<file path="config.mk">
export PLATFORM = sky130hd
export DESIGN_NAME = pipeline_control
export DESIGN_NICKNAME = d
export VERILOG_FILES = /design/src/rtl/pipeline_pkg.sv /design/src/rtl/pipe_scoreboard.sv /design/src/rtl/pipeline_control.sv
export SDC_FILE = /design/constraint.sdc
export NUM_CORES = 1
export LEC_CHECK = 0
export ABC_AREA = 1
export CORE_ASPECT_RATIO = 0.75
export CORE_MARGIN = 2
export CORE_UTILIZATION = 51
export DETAILED_ROUTE_END_ITERATION = 8
export PLACE_DENSITY = 0.84
export SYNTH_ARGS = -nofsm -noshare
export SYNTH_HDL_FRONTEND = slang
export SYNTH_SLANG_ARGS = --single-unit
</file>
<file path="constraint.sdc">
create_clock -name clock -period 5.1 [get_ports clock]
set_clock_uncertainty 0.15 [all_clocks]
set_input_delay 1.02 -clock clock [delete_from_list [all_inputs] [get_ports clock]]
set_output_delay 1.02 -clock clock [all_outputs]
set_load 0.01 [all_outputs]
</file>
<file path="src/rtl/pipeline_pkg.sv">
// Shared types and opcode decode for the 3-stage pipeline sequencer.
package pipeline_pkg;

    localparam int REG_IDX_W   = 4;
    localparam int FLUSH_CNT_W = 2;

    typedef enum logic [1:0] {
        PS_RUN   = 2'd0,
        PS_STALL = 2'd1,
        PS_FLUSH = 2'd2,
        PS_HALT  = 2'd3
    } t_pipe_state;

    localparam logic [4:0] OP_NOP    = 5'd0;
    localparam logic [4:0] OP_LOADI  = 5'd1;
    localparam logic [4:0] OP_LOAD   = 5'd2;
    localparam logic [4:0] OP_STORE  = 5'd3;
    localparam logic [4:0] OP_ALU    = 5'd4;
    localparam logic [4:0] OP_ALUM   = 5'd5;
    localparam logic [4:0] OP_ALUMI  = 5'd6;
    localparam logic [4:0] OP_JUMP   = 5'd7;
    localparam logic [4:0] OP_BRANCH = 5'd8;
    localparam logic [4:0] OP_HALT   = 5'd9;

    typedef struct packed {
        logic [REG_IDX_W-1:0] dest;
        logic [REG_IDX_W-1:0] src_a;
        logic [REG_IDX_W-1:0] src_b;
        logic                 uses_a;
        logic                 uses_b;
        logic                 writes_dest;
        logic                 is_halt;
    } t_decode;

    function automatic t_decode decode_instr(input logic [31:0] instr);
        t_decode d;
        d.dest        = instr[23:20];
        d.src_a       = instr[19:16];
        d.src_b       = instr[11:8];
        d.uses_a      = 1'b0;
        d.uses_b      = 1'b0;
        d.writes_dest = 1'b0;
        d.is_halt     = 1'b0;
        case (instr[31:27])
            OP_LOADI: d.writes_dest = 1'b1;
            OP_LOAD: begin
                d.uses_a      = 1'b1;
                d.writes_dest = 1'b1;
            end
            OP_STORE: begin
                d.uses_a = 1'b1;
                d.uses_b = 1'b1;
            end
            OP_ALU: begin
                d.uses_a      = 1'b1;
                d.uses_b      = 1'b1;
                d.writes_dest = 1'b1;
            end
            OP_ALUM, OP_ALUMI: begin
                d.uses_a      = 1'b1;
                d.writes_dest = 1'b1;
            end
            OP_JUMP:  d.uses_a  = 1'b1;
            OP_HALT:  d.is_halt = 1'b1;
            default:  d.is_halt = 1'b0;
        endcase
        return d;
    endfunction

endpackage

</file>
<file path="src/rtl/pipe_scoreboard.sv">
// Pending-write bit per architectural register with two combinational read ports.
import pipeline_pkg::*;

module pipe_scoreboard #(
    parameter int NUM_REGS = 16
) (
    input  logic                 i_clock,
    input  logic                 i_reset,
    input  logic                 i_set_en,
    input  logic [REG_IDX_W-1:0] i_set_idx,
    input  logic                 i_clr_en,
    input  logic [REG_IDX_W-1:0] i_clr_idx,
    input  logic                 i_clr_all,
    input  logic [REG_IDX_W-1:0] i_rd_idx_a,
    input  logic [REG_IDX_W-1:0] i_rd_idx_b,
    output logic                 o_rd_a,
    output logic                 o_rd_b
);

    logic [NUM_REGS-1:0] r_pending;

    // Set is written after clear so a same-cycle set on the same index wins.
    always_ff @(posedge i_clock) begin
        if (i_reset || i_clr_all) begin
            r_pending <= '0;
        end else begin
            if (i_clr_en) begin
                r_pending[i_clr_idx] <= 1'b0;
            end
            if (i_set_en) begin
                r_pending[i_set_idx] <= 1'b1;
            end
        end
    end

    assign o_rd_a = r_pending[i_rd_idx_a];
    assign o_rd_b = r_pending[i_rd_idx_b];

endmodule

</file>
<file path="src/rtl/pipeline_control.sv">
// Pipeline sequencer: hazard/bus stalls, jump flush, halt latch and stall statistics.
import pipeline_pkg::*;

module pipeline_control #(
    parameter int NUM_REGS    = 16,
    parameter int FLUSH_DEPTH = 2,
    parameter int STALL_CNT_W = 16
) (
    input  logic                   clock,
    input  logic                   reset,
    input  logic                   fetch_valid,
    input  logic [31:0]            fetch_instruction,
    input  logic                   stage2_write,
    input  logic                   stage2_write_immediate,
    input  logic [3:0]             stage2_write_index,
    input  logic                   jump,
    input  logic                   bus_busy,
    output logic                   issue,
    output logic                   stall_fetch,
    output logic                   stall_stage1,
    output logic                   flush_stage0,
    output logic                   flush_stage1,
    output logic                   halted,
    output logic [1:0]             state,
    output logic [STALL_CNT_W-1:0] stall_cycles
);

    t_pipe_state             r_state;
    logic [FLUSH_CNT_W-1:0]  r_flush_cnt;
    logic [STALL_CNT_W-1:0]  r_stall_cycles;

    t_decode w_dec;
    logic    w_pend_a;
    logic    w_pend_b;
    logic    w_hazard;
    logic    w_halted;
    logic    w_jump;
    logic    w_flush;
    logic    w_stall_fetch;
    logic    w_issue;
    logic    w_halt_req;

    assign w_dec         = decode_instr(fetch_instruction);
    assign w_hazard      = fetch_valid & ((w_dec.uses_a & w_pend_a) | (w_dec.uses_b & w_pend_b));
    assign w_halted      = (r_state == PS_HALT);
    // A halted core ignores jumps entirely.
    assign w_jump        = jump & ~w_halted;
    assign w_flush       = w_jump | (r_state == PS_FLUSH);
    assign w_stall_fetch = w_hazard | bus_busy | w_halted;
    assign w_issue       = fetch_valid & ~w_stall_fetch & ~w_flush;
    assign w_halt_req    = fetch_valid & w_dec.is_halt & ~w_hazard;

    pipe_scoreboard #(
        .NUM_REGS (NUM_REGS)
    ) u_scoreboard (
        .i_clock    (clock),
        .i_reset    (reset),
        .i_set_en   (w_issue & w_dec.writes_dest),
        .i_set_idx  (w_dec.dest),
        .i_clr_en   (stage2_write | stage2_write_immediate),
        .i_clr_idx  (stage2_write_index),
        .i_clr_all  (w_jump),
        .i_rd_idx_a (w_dec.src_a),
        .i_rd_idx_b (w_dec.src_b),
        .o_rd_a     (w_pend_a),
        .o_rd_b     (w_pend_b)
    );

    // Sequencer state and flush countdown; priority is jump > halt > bus/hazard.
    always_ff @(posedge clock) begin
        if (reset) begin
            r_state     <= PS_RUN;
            r_flush_cnt <= '0;
        end else begin
            case (r_state)
                PS_RUN, PS_STALL: begin
                    if (w_jump) begin
                        r_state     <= (FLUSH_DEPTH > 1) ? PS_FLUSH : PS_RUN;
                        r_flush_cnt <= FLUSH_CNT_W'(FLUSH_DEPTH - 1);
                    end else if (w_halt_req) begin
                        r_state <= PS_HALT;
                    end else if (bus_busy || w_hazard) begin
                        r_state <= PS_STALL;
                    end else begin
                        r_state <= PS_RUN;
                    end
                end
                PS_FLUSH: begin
                    if (w_jump) begin
                        r_state     <= (FLUSH_DEPTH > 1) ? PS_FLUSH : PS_RUN;
                        r_flush_cnt <= FLUSH_CNT_W'(FLUSH_DEPTH - 1);
                    end else if (r_flush_cnt <= FLUSH_CNT_W'(1)) begin
                        r_state     <= PS_RUN;
                        r_flush_cnt <= '0;
                    end else begin
                        r_flush_cnt <= r_flush_cnt - FLUSH_CNT_W'(1);
                    end
                end
                PS_HALT: begin
                    r_state <= PS_HALT;
                end
                default: begin
                    r_state     <= PS_RUN;
                    r_flush_cnt <= '0;
                end
            endcase
        end
    end

    // Saturating count of fetch-stalled cycles outside halt.
    always_ff @(posedge clock) begin
        if (reset) begin
            r_stall_cycles <= '0;
        end else if (w_stall_fetch && !w_halted && (r_stall_cycles != {STALL_CNT_W{1'b1}})) begin
            r_stall_cycles <= r_stall_cycles + STALL_CNT_W'(1);
        end else begin
            r_stall_cycles <= r_stall_cycles;
        end
    end

    // Reset forces the control outputs quiet in the reset cycle itself.
    assign issue        = w_issue & ~reset;
    assign stall_fetch  = w_stall_fetch & ~reset;
    assign stall_stage1 = bus_busy & ~reset;
    assign flush_stage0 = w_flush & ~reset;
    assign flush_stage1 = w_flush & ~reset;
    assign halted       = w_halted & ~reset;
    assign state        = r_state;
    assign stall_cycles = r_stall_cycles;

endmodule

</file>
* Word level (Yosys, flattened, before mapping) *
Cells that the tools add are included.

operators by class
  equality and inequality tests = 14
  magnitude comparators = 7
  add/subtract/negate cells = 2
  bitwise logic cells = 27
  reduce and logical (&&, ||, !) cells = 14
  mux-type cells = 25

operator list
  operator               number
  $mux 16                3
  $eq 5x3->1 const B     4
  $lt 4x5->1 const B     4
  $add 16x1->16 const B  1
  $and 16x16->16         1
  $ne 16x16->1 const B   1
  $not 16->16            1
  $or 16x16->16          1
  $and 1x1->1            14
  $mux 2                 7
  $eq 5x2->1 const B     2
  $mux 1                 9
  $bmux 1 s4             2
  $demux 1 s4            2
  $ge 4x1->1 const B     2
  $pmux 2 s3             1
  $reduce_or 6->1        1
  $eq 5x1->1 const B     1
  $eq 5x4->1 const B     1
  $not 1->1              5
  $or 1x1->1             5
  $reduce_or 5->1        1
  $eq 2x2->1 const B     2
  $logic_and 1x1->1      4
  12 further kinds       14

word-level totals
  flip-flop bits (word level) = 36
  logic and storage cells = 93
  input port bits = 43

* Depth between registers and ports, before layout *
Gate-level depths: netlist of run 1.

  depth after elaboration = 13
  depth in mapped cells = 16

* Cells and area by module *
From an unflattened synthesis of run 1, not the netlist that was laid out.

second synthesis, totals
  cells, all modules = 396
  area total of the unflattened synthesis = 2471.1 um^2

by module, submodules not included
  module            cells an instance  area each (um^2)  times used
  pipeline_control  211                1368.8            1
  pipe_scoreboard   185                1102.3            1

* Worst setup path before layout of run 1 *
OpenSTA, ideal clock, no wires.

  path type = input -> output
  start point = input port fetch_instruction[16]
  end point = output port issue
  buffers on the path = 1
  slack = 1859 ps
  required time = 3930 ps
  stages on the path = 11
  arrival time = 2071 ps
  path through = buf_4 inv_2 nand2_1 nand3_1 nand3_1 nand3b_1 nand3_1 nand2_1 nand2_2 nand3_4 nor3_1

on the way
  cells in the longest elaborated chain, start to end = 11

ends and longest elaborated chain
  item                          line                     RTL
  start, declared               pipeline_control.sv:12   input logic [31:0] fetch_instruction,
  $bmux 1 s4                    pipe_scoreboard.sv:36    assign o_rd_a = r_pending[i_rd_idx_a];
  $mux 1 (implied by the code)  pipe_scoreboard.sv:36
  $and 1x1->1                   pipeline_control.sv:44   assign w_hazard = fetch_valid & ((w_dec.uses_a & w_pend_a) | (w_dec.uses_b & w_pend_b));
  $or 1x1->1                    pipeline_control.sv:44
  $and 1x1->1                   pipeline_control.sv:44
  $or 1x1->1 (2 in a row)       pipeline_control.sv:49   assign w_stall_fetch = w_hazard | bus_busy | w_halted;
  $not 1->1                     pipeline_control.sv:50   assign w_issue = fetch_valid & ~w_stall_fetch & ~w_flush;
  $and 1x1->1 (2 in a row)      pipeline_control.sv:50
  $and 1x1->1                   pipeline_control.sv:122  assign issue = w_issue & ~reset;
  end, declared                 pipeline_control.sv:18   output logic issue,

No other way between the ends. The select of a mux whose other input is x is not followed.

* Worst setup path in the final report of run 1 *
Same ends and word-level chain as after synthesis.

==> metrics.cfg, run 1 <==
[clocking]
cts_buffers = 5
cts_setup_buffers = 0
cts_root_buf = clkbuf_8
clock_latency_ns = 0.30
clk_pin_slew_worst_paths_ns = 0.07
htree_levels = 2
clockBufferDepth = 2
cts_num_sinks = 36
ctsHoldBuffers = 0
cts_resized = 0
cts_tree = built

[floorplanning]
fp.coreArea_um2 = 4870
die_w_um = 86.0
io_pins = 67
start_util_pct = 52.8
dieArea_um2 = 5630
die_h_um = 65.5
row_count = 22

[place]
dpl_cell_area_um2 = 3080
dp_hpwl_mm = 5.32
io_buffers = 51
place_inst = 485
finalWeightedCongestion = 0.949

[sta]
rsz0062_at_grt = false
slew_headroom_pct = 47.3
finalCriticalPeriod_ns = 4.46
worstMarginPinSlew_ns = 0.789
setup_viol = 0
finalCritPeriodShare_pct = 87.4
max_freq_mhz = 224
finalSetupTns_ns = 0
final_max_slew_viol_count = 0
hold_violations = 0

[synthesis]
synth_top_area_share_pct = 28.0
seq_area_frac_synth_pct = 28.0
syn_nets = 429
netlist_instances = 385
ys_seq_elements = 36
synth_most_common_cell = nand2_1
synthTopCellsByCount = nand2_1 (82), inv_1 (47), nand3_1 (41), nor2_1 (37), dfxtp_1 (36)
synthArstFlopShare_pct = 0
yosys.area.top_type = dfxtp_1
postSynthAreaPerCell_um2 = 6.68
synth-edff-count = 0
netlist_area_um2 = 2570
synthTopCellsByArea = dfxtp_1 (28%), nand2_1 (12%), nand3_1 (8.0%)
ys.flop_type = dfxtp_1
ys_warn_count = 0
synth_cell_types = 37

[power_and_ir_drop]
internal-power_mw = 0.503
ir_worst_vdd_v = 0.000141
leakagePower_nw = 1.17
clkPwrFrac_pct = 41.4
p_seq_share_pct = 42.4
comb_power_share_pct = 16.2
cellPowerDensity_nw_per_um2 = 212
switching_share_pct = 25.9
p_sw_mw = 0.176
power_mw = 0.679

[final_layout]
n_antenna_cell = 0
fin_cells = 493
fill_cells = 416
drive_gt1_share_pct = 12.2
multiInputGateArea_um2 = 1560
utilization_pct = 65.9
synthToLayoutAreaGrowth_pct = 24.8
layout.nets = 476
final_area_um2 = 3210
seqCellArea_um2 = 721

[run_status]
status = finished clean

[critical_path]
rrSetupSlack_ns = 2.73
critPathArrivalTime_ns = 3.29
crit_type = primary input to output pin
start_kind = primary input
reg2reg_depth = 8
cp_max_fo = 10
required_ns = 3.93
rr_endpoint = stall_cycles[13]$_SDFFE_PP0P_
worstReg2RegStart = stall_cycles[0]$_SDFFE_PP0P_
crit_path_end_kind = output pin

[hold_path]
hold_class = register to register
hold_end = r_flush_cnt[1]$_SDFFE_PP0P_
whs_path_depth = 2
hp-start = r_flush_cnt[1]$_SDFFE_PP0P_

[drt]
drcViolationCount = 0
ant_nets = 0
routed_wl_mm = 6.94
drt_iter0_drc = 203
vias = 2750
avgRoutedWirePerCell_um = 14.1
drt_pre_antenna_iters = 5
vias_per_cell = 5.58

[flow_run]
drv_cap = 0

[grt]
grt_max_degree = 20
grt_pass1_vias = 2454
antenna_found_initial = 0
overflow = 0
track_usage_pct = 26.4
grt_pass1_wl_mm = 11.9

[power by group through the flow]
stage / Sequential, mW / Combinational, mW / Clock, mW
finish: 0.288 / 0.110 / 0.281
global route: 0.288 / 0.121 / 0.294
CTS: 0.288 / 0.109 / 0.282
detailed placement: 0.294 / 0.108 / 0
global placement: 0.294 / 0.106 / 0
floorplan: 0.295 / 0.0625 / 0
[registers in the layout, indices dropped and copies added, names as in the netlist, named ones only]
signal,cells
stall_cycles,16
r_flush_cnt,2
u_scoreboard.r_pending,16
state,1
[worst max path at each step]
stage	from	to	depth (start not counted)
detailed placement	fetch_instruction[8]	issue	14
floorplan	fetch_instruction[16]	issue	11
CTS	fetch_instruction[8]	issue	14
global route	fetch_instruction[8]	issue	14
global placement	fetch_instruction[8]	issue	14
finish	fetch_instruction[16]	issue	12
[stage by stage]
stage / worst slack [ns] / hold slack, ns
floorplan: 1.86 / 0.286
global placement: 0.612 / 0.307
detailed placement: 0.652 / 0.316
CTS: 0.640 / 0.328
global route: 0.445 / 0.360
finish: 0.643 / 0.323
[final cells by class]
cell class	instances	share of cell area, %
Clock buffer	7	3.00
Clock inverter	1	0.936
Inverter	52	6.16
Multi-Input combinational cell	283	48.5
Sequential cell	36	22.5
Tap cell	60	2.34
Timing Repair Buffer	54	16.6
[placed cells by master (no fill, tap or decap), types with 4 or more instances in the layout]
| cell | instances |
|---|---|
| a21oi_1 | 16 |
| a21oi_2 | 16 |
| clkbuf_8 | 7 |
| clkdlybuf4s50_1 | 51 |
| dfxtp_1 | 36 |
| inv_1 | 47 |
| inv_2 | 4 |
| nand2_1 | 82 |
| nand3_1 | 41 |
| nand3_2 | 10 |
| nand4_1 | 18 |
| nor2_1 | 37 |
| nor3_1 | 5 |
| nor4_1 | 4 |
| o21ai_0 | 17 |
| xor2_1 | 12 |
[routing by layer]
| metal | global-route usage, % | up-vias | wire length (um) |
|---|---|---|---|
| met4 | 5.56 | 0 | 60 |
| met1 | 38.6 | 1257 | 3430 |
| li1 | - | 1365 | - |
| met5 | 0 | - | 0 |
| met3 | 6.28 | 9 | 543 |
| met2 | 39.1 | 119 | 2910 |
[cell families (layout without fill, tap and decap cells)]
family / after synthesis / after routing / synth area share (%)
adder cells (fa/ha/maj): 1 / 1 / 0.487
XOR/XNOR: 14 / 14 / 4.77
buffers and inverters: 66 / 114 / 11.4
AND/OR/NAND/NOR: 211 / 211 / 41.3
flip-flops: 36 / 36 / 28.0
AO/OA/AOI/OAI: 57 / 57 / 14.0
[critical path, cell delays in order]
cell and delay (ns):
clkdlybuf4s50_1 0.67, inv_2 0.13, nand2_1 0.10, nand3_1 0.07, nand3_1 0.08, nand3b_1 0.08
nand3_1 0.08, nand2_1 0.07, nand2_2 0.09, nand3_4 0.12, nor3_1 0.18, clkdlybuf4s50_1 0.59
Note: power is estimated with default switching activity, not from simulation.
==> run 2, diff against run 1 <==
- CELL_PAD_IN_SITES_DETAIL_PLACEMENT: not set -> 1
- CELL_PAD_IN_SITES_GLOBAL_PLACEMENT: not set -> 1
- CORE_UTILIZATION: 51 -> 37
- PLACE_DENSITY: 0.84 -> 0.87
==> metrics.cfg, run 2 (same netlist as run 1, synthesis figures left out) <==
[run_status]
status = finished clean

[critical_path]
critPathTopFamily = buffers and inverters
required_ns = 3.93  ; about the same
critPathArrivalTime_ns = 3.38  ; +0.09 ns
slowest_stage = clkdlybuf4s50_1
crit_path_end_kind = output pin
crit_type = primary input to output pin
crit_cells = 12  ; unchanged
path_buf_inv = 3  ; unchanged
crit_path_max_incr_delay_ns = 0.71  ; +0.04 ns
cpMostUsedCell = nand3_1
cp_max_fo = 10  ; unchanged
worstReg2RegStart = stall_cycles[0]$_SDFFE_PP0P_
reg2reg_depth = 8  ; unchanged
start_kind = primary input
rr_endpoint = stall_cycles[6]$_SDFFE_PP0P_
rrSetupSlack_ns = 2.67  ; -0.06 ns
path_cells = clkdlybuf4s50_1, inv_2, nand2_1, nand3_1, nand3_1, nand3b_1, nand3_1, nand2_1, nand2_2, nand3_4, nor3_1, clkdlybuf4s50_1

[sta]
finalSetupTns_ns = 0  ; unchanged
max_freq_mhz = 220  ; -2.0%
hold_violations = 0  ; unchanged
finalCritPeriodShare_pct = 89.1  ; +1.8 points
final_max_slew_viol_count = 0  ; unchanged
rsz0062_at_grt = false
worstMarginPinSlew_ns = 0.791  ; +0.00201 ns
slew_headroom_pct = 47.1  ; -0.13 points
setup_viol = 0  ; unchanged
finalCriticalPeriod_ns = 4.55  ; +0.0899 ns

[clocking]
clockBufferDepth = 2  ; unchanged
htree_levels = 2  ; unchanged
clk_pin_slew_worst_paths_ns = 0.07  ; about the same
cts_num_sinks = 36  ; unchanged
cts_setup_buffers = 0  ; unchanged
clock_latency_ns = 0.29  ; about the same
cts_root_buf = clkbuf_8
cts_resized = 0  ; unchanged
cts_tree = built
cts_buffers = 5  ; unchanged
ctsHoldBuffers = 0  ; unchanged

[drt]
vias = 2727  ; -0.84%
drcViolationCount = 0  ; unchanged
drt_iter0_drc = 144  ; -29%
ant_nets = 0  ; unchanged
routed_wl_mm = 8.07  ; +16%
drt_pre_antenna_iters = 4  ; -1
avgRoutedWirePerCell_um = 15.6  ; +11%
vias_per_cell = 5.28  ; -5.3%

[grt]
grt_pass1_vias = 2658  ; +8.3%
grtUsageMet2_pct = 31.9  ; -7.3 points
antenna_found_initial = 0  ; unchanged
grt_max_degree = 22  ; +10%
met1_usage_pct = 32.4  ; -6.2 points
track_usage_pct = 21.5  ; -4.8 points
overflow = 0  ; unchanged
top_usage_layer = met1
globalRouteMet3Util_pct = 3.58  ; -2.7 points
grt_pass1_wl_mm = 13.2  ; +12%

[final_layout]
n_antenna_cell = 0  ; unchanged
synthToLayoutAreaGrowth_pct = 24.1
layout.nets = 476  ; unchanged
final_cell_mix = nand2_1 (82), clkdlybuf4s50_1 (51), inv_1 (47)
drive_gt1_share_pct = 11.8  ; -0.43 points
fill_cells = 900  ; +120%
final_common_cell = nand2_1
utilization_pct = 47.2  ; -19 points

[power_and_ir_drop]
leakagePower_nw = 1.14  ; -2.0%
ir_worst_vdd_v = 0.0000829  ; -41%
cellPowerDensity_nw_per_um2 = 187  ; -12%

[hold_path]
hold_class = register to register
hold_end = r_flush_cnt[1]$_SDFFE_PP0P_
whs_path_depth = 2  ; unchanged
hp-start = r_flush_cnt[1]$_SDFFE_PP0P_

[floorplanning]
io_pins = 67  ; unchanged
die_w_um = 100  ; +17%
row_count = 26  ; +18%
die_h_um = 76.2  ; +16%
fp.coreArea_um2 = 6770  ; +39%
start_util_pct = 38.0  ; -15 points
dieArea_um2 = 7640  ; +36%

[place]
dp_hpwl_mm = 6.29  ; +18%
finalWeightedCongestion = 0.911  ; -4.0%
io_buffers = 51  ; unchanged

[flow_run]
drv_cap = 0  ; unchanged

## run 2: cell count changes in the layout (fill, tap and decap cells not counted)
cell,change
clkbuf_8,-2
bufinv_16,-1
clkbuf_1,+1
clkinv_2,+1
## run 2: per-layer routing
| layer | wire (um) | vias up |
|---|---|---|
| li1 | - | 1361 |
| met1 | 4260 | 1296 |
| met2 | 3420 | 61 |
| met3 | 310 | 9 |
| met4 | 85 | 0 |
| met5 | 0 | - |
## run 2: final cells by class
type | instances | area, um2 | share of cell area (%)
multi-input combinational | 283 | 1560 | 48.8
sequential | 36 | 721 | 22.6
timing repair buffer | 54 | 533 | 16.7
inverter | 52 | 198 | 6.20
tap | 84 | 105 | 3.29
clock buffer | 6 | 72.6 | 2.27
clock inverter | 1 | 5.00 | 0.157
## run 2: worst max-delay path by stage
stage                          startpoint  endpoint  slack [ns]
detailed placement   fetch_instruction[8]     issue        0.58
global placement     fetch_instruction[8]     issue        0.64
CTS                  fetch_instruction[8]     issue        0.56
finish              fetch_instruction[16]     issue        0.55
global route         fetch_instruction[8]     issue        0.38
floorplan           fetch_instruction[16]     issue        1.86
## run 2: worst min-delay path, stage by stage (launching register included)
cell and delay, ns:
dfxtp_1 0.31, inv_1 0.07, a2111oi_0 0.06
## run 2: power breakdown
| group | internal (mW) | leakage (nW) | switching (mW) |
|---|---|---|---|
| clock | 0.0929 | 0.0410 | 0.102 |
| sequential | 0.284 | 0.291 | 0.00357 |
| combinational | 0.0462 | 0.811 | 0.0663 |
## run 2: per-stage QoR
stage	setup slack, ns	hold slack, ns	instances	power (mW)	area (um2)
after floorplan	1.86	0.286	385	0.358	2570
after global placement	0.637	0.310	509	0.402	3110
final	0.553	0.332	516	0.595	3190
after CTS	0.560	0.328	516	0.597	3190
after detailed placement	0.578	0.318	509	0.406	3110
after global routing	0.379	0.363	516	0.622	3190
==> run 3, diff against run 2 <==
- PLACE_DENSITY: 0.87 -> 0.94
==> metrics.cfg, run 3 (same netlist as run 1, synthesis figures left out) <==
[clocking]
clockBufferDepth = 2  ; unchanged
cts_root_buf = clkbuf_8
cts_setup_buffers = 0  ; unchanged
ctsHoldBuffers = 0  ; unchanged
cts_resized = 0  ; unchanged
cts_tree = built
htree_levels = 2  ; unchanged
clock_latency_ns = 0.30  ; about the same
clk_pin_slew_worst_paths_ns = 0.08  ; about the same
cts_buffers = 5  ; unchanged
cts_num_sinks = 36  ; unchanged

[drt]
drcViolationCount = 0  ; unchanged
avgRoutedWirePerCell_um = 17.0  ; +8.9%
drt_pre_antenna_iters = 4  ; unchanged
routed_wl_mm = 8.79  ; +8.9%
drt_iter0_drc = 152  ; +5.6%
vias_per_cell = 5.49  ; +3.9%
vias = 2833  ; +3.9%
ant_nets = 0  ; unchanged

[grt]
overflow = 0  ; unchanged
grt_max_degree = 20  ; -9.1%
grt_pass1_wl_mm = 14.5  ; +9.6%
antenna_found_initial = 0  ; unchanged
track_usage_pct = 23.8  ; +2.2 points
grt_pass1_vias = 2894  ; +8.9%

[critical_path]
rr_endpoint = stall_cycles[5]$_SDFFE_PP0P_
reg2reg_depth = 8  ; unchanged
required_ns = 3.93  ; about the same
critPathArrivalTime_ns = 3.38  ; about the same
start_kind = primary input
rrSetupSlack_ns = 2.60  ; -0.07 ns
crit_path_end_kind = output pin
cp_max_fo = 10  ; unchanged
crit_type = primary input to output pin
worstReg2RegStart = stall_cycles[0]$_SDFFE_PP0P_
setup.worst_path.end = issue
startpoint = fetch_instruction[16]

[hold_path]
hp-start = r_flush_cnt[0]$_SDFFE_PP0P_
hold_class = register to register

[sta]
final_max_slew_viol_count = 0  ; unchanged
max_freq_mhz = 220  ; -0.16%
finalCritPeriodShare_pct = 89.3  ; +0.15 points
worstMarginPinSlew_ns = 0.810  ; +0.0189 ns
slew_headroom_pct = 45.9  ; -1.3 points
rsz0062_at_grt = false
finalSetupTns_ns = 0  ; unchanged
holdWs_ns = 0.358  ; +0.0266 ns
finalWorstSetupSlack_ns = 0.546  ; -0.00746 ns
finalCriticalPeriod_ns = 4.55  ; +0.00746 ns
setup_viol = 0  ; unchanged
hold_violations = 0  ; unchanged

[place]
io_buffers = 51  ; unchanged
dp_hpwl_mm = 6.73  ; +6.9%
pre_cts_ws_ns = 0.569  ; -0.00849 ns
place_inst = 509  ; unchanged
finalWeightedCongestion = 0.952  ; +4.4%
dpl_cell_area_um2 = 3110  ; unchanged

[power_and_ir_drop]
leakagePower_nw = 1.14  ; unchanged
ir_worst_vdd_v = 0.0000844  ; +1.9%
cellPowerDensity_nw_per_um2 = 188  ; +0.79%
power_mw = 0.600  ; +0.79%

[final_layout]
n_antenna_cell = 0  ; unchanged
final_cell_mix = nand2_1 (82), clkdlybuf4s50_1 (51), inv_1 (47)
utilization_pct = 47.2  ; unchanged
multiInputGateArea_um2 = 1560  ; unchanged
layout.nets = 476  ; unchanged
final_common_cell = nand2_1
fin_cells = 516  ; unchanged
final_area_um2 = 3190  ; unchanged
drive_gt1_share_pct = 11.8  ; unchanged
synthToLayoutAreaGrowth_pct = 24.1  ; unchanged
seqCellArea_um2 = 721  ; unchanged
fill_cells = 913  ; +1.4%

[floorplanning]
fp.coreArea_um2 = 6770  ; unchanged
die_h_um = 76.2  ; unchanged
dieArea_um2 = 7640  ; unchanged
row_count = 26  ; unchanged
die_w_um = 100  ; unchanged
io_pins = 67  ; unchanged
start_util_pct = 38.0  ; unchanged

[flow_run]
drv_cap = 0  ; unchanged

[run_status]
status = finished clean

## run 3: worst min path at each step
stage                                        end  slack [ns]  cells after the start
floorplan            r_flush_cnt[1]$_SDFFE_PP0P_        0.29                      2
global placement     r_flush_cnt[1]$_SDFFE_PP0P_        0.31                      2
detailed placement   r_flush_cnt[0]$_SDFFE_PP0P_        0.34                      2
CTS                  r_flush_cnt[0]$_SDFFE_PP0P_        0.36                      2
global route        stall_cycles[7]$_SDFFE_PP0P_        0.39                      2
finish               r_flush_cnt[0]$_SDFFE_PP0P_        0.36                      2
## run 3: power breakdown
part           leakage, nW  internal, mW  switching [mW]  total [mW]
logic                0.811        0.0462          0.0675       0.114
registers            0.291         0.284         0.00376       0.288
clock network       0.0410        0.0930           0.105       0.198
## run 3: per-layer routing
metal / track usage, % / vias to the layer above / share of wire (%) / wire length [um]
li1: - / 1367 / - / -
met1: 32.3 / 1369 / 46 / 4020
met2: 38.3 / 82 / 46 / 4070
met3: 4.59 / 15 / 6.2 / 548
met4: 6.85 / 0 / 1.6 / 140
met5: 0 / - / 0 / 0
## run 3: worst max-delay path: stages
cell and delay (ns):
clkdlybuf4s50_1 0.71, inv_2 0.14, nand2_1 0.09, nand3_1 0.07, nand3_1 0.09, nand3b_1 0.09, nand3_1 0.09, nand2_1 0.07
nand2_2 0.10, nand3_4 0.13, nor3_1 0.21, clkdlybuf4s50_1 0.58
## run 3: cell type report
type                    instances  share of cell area (%)
clock buffers                   6                    2.27
repair buffers                 54                    16.7
clock inverters                 1                   0.157
well taps                      84                    3.29
flip-flops and latches         36                    22.6
multi-input cells             283                    48.8
inverters                      52                    6.20
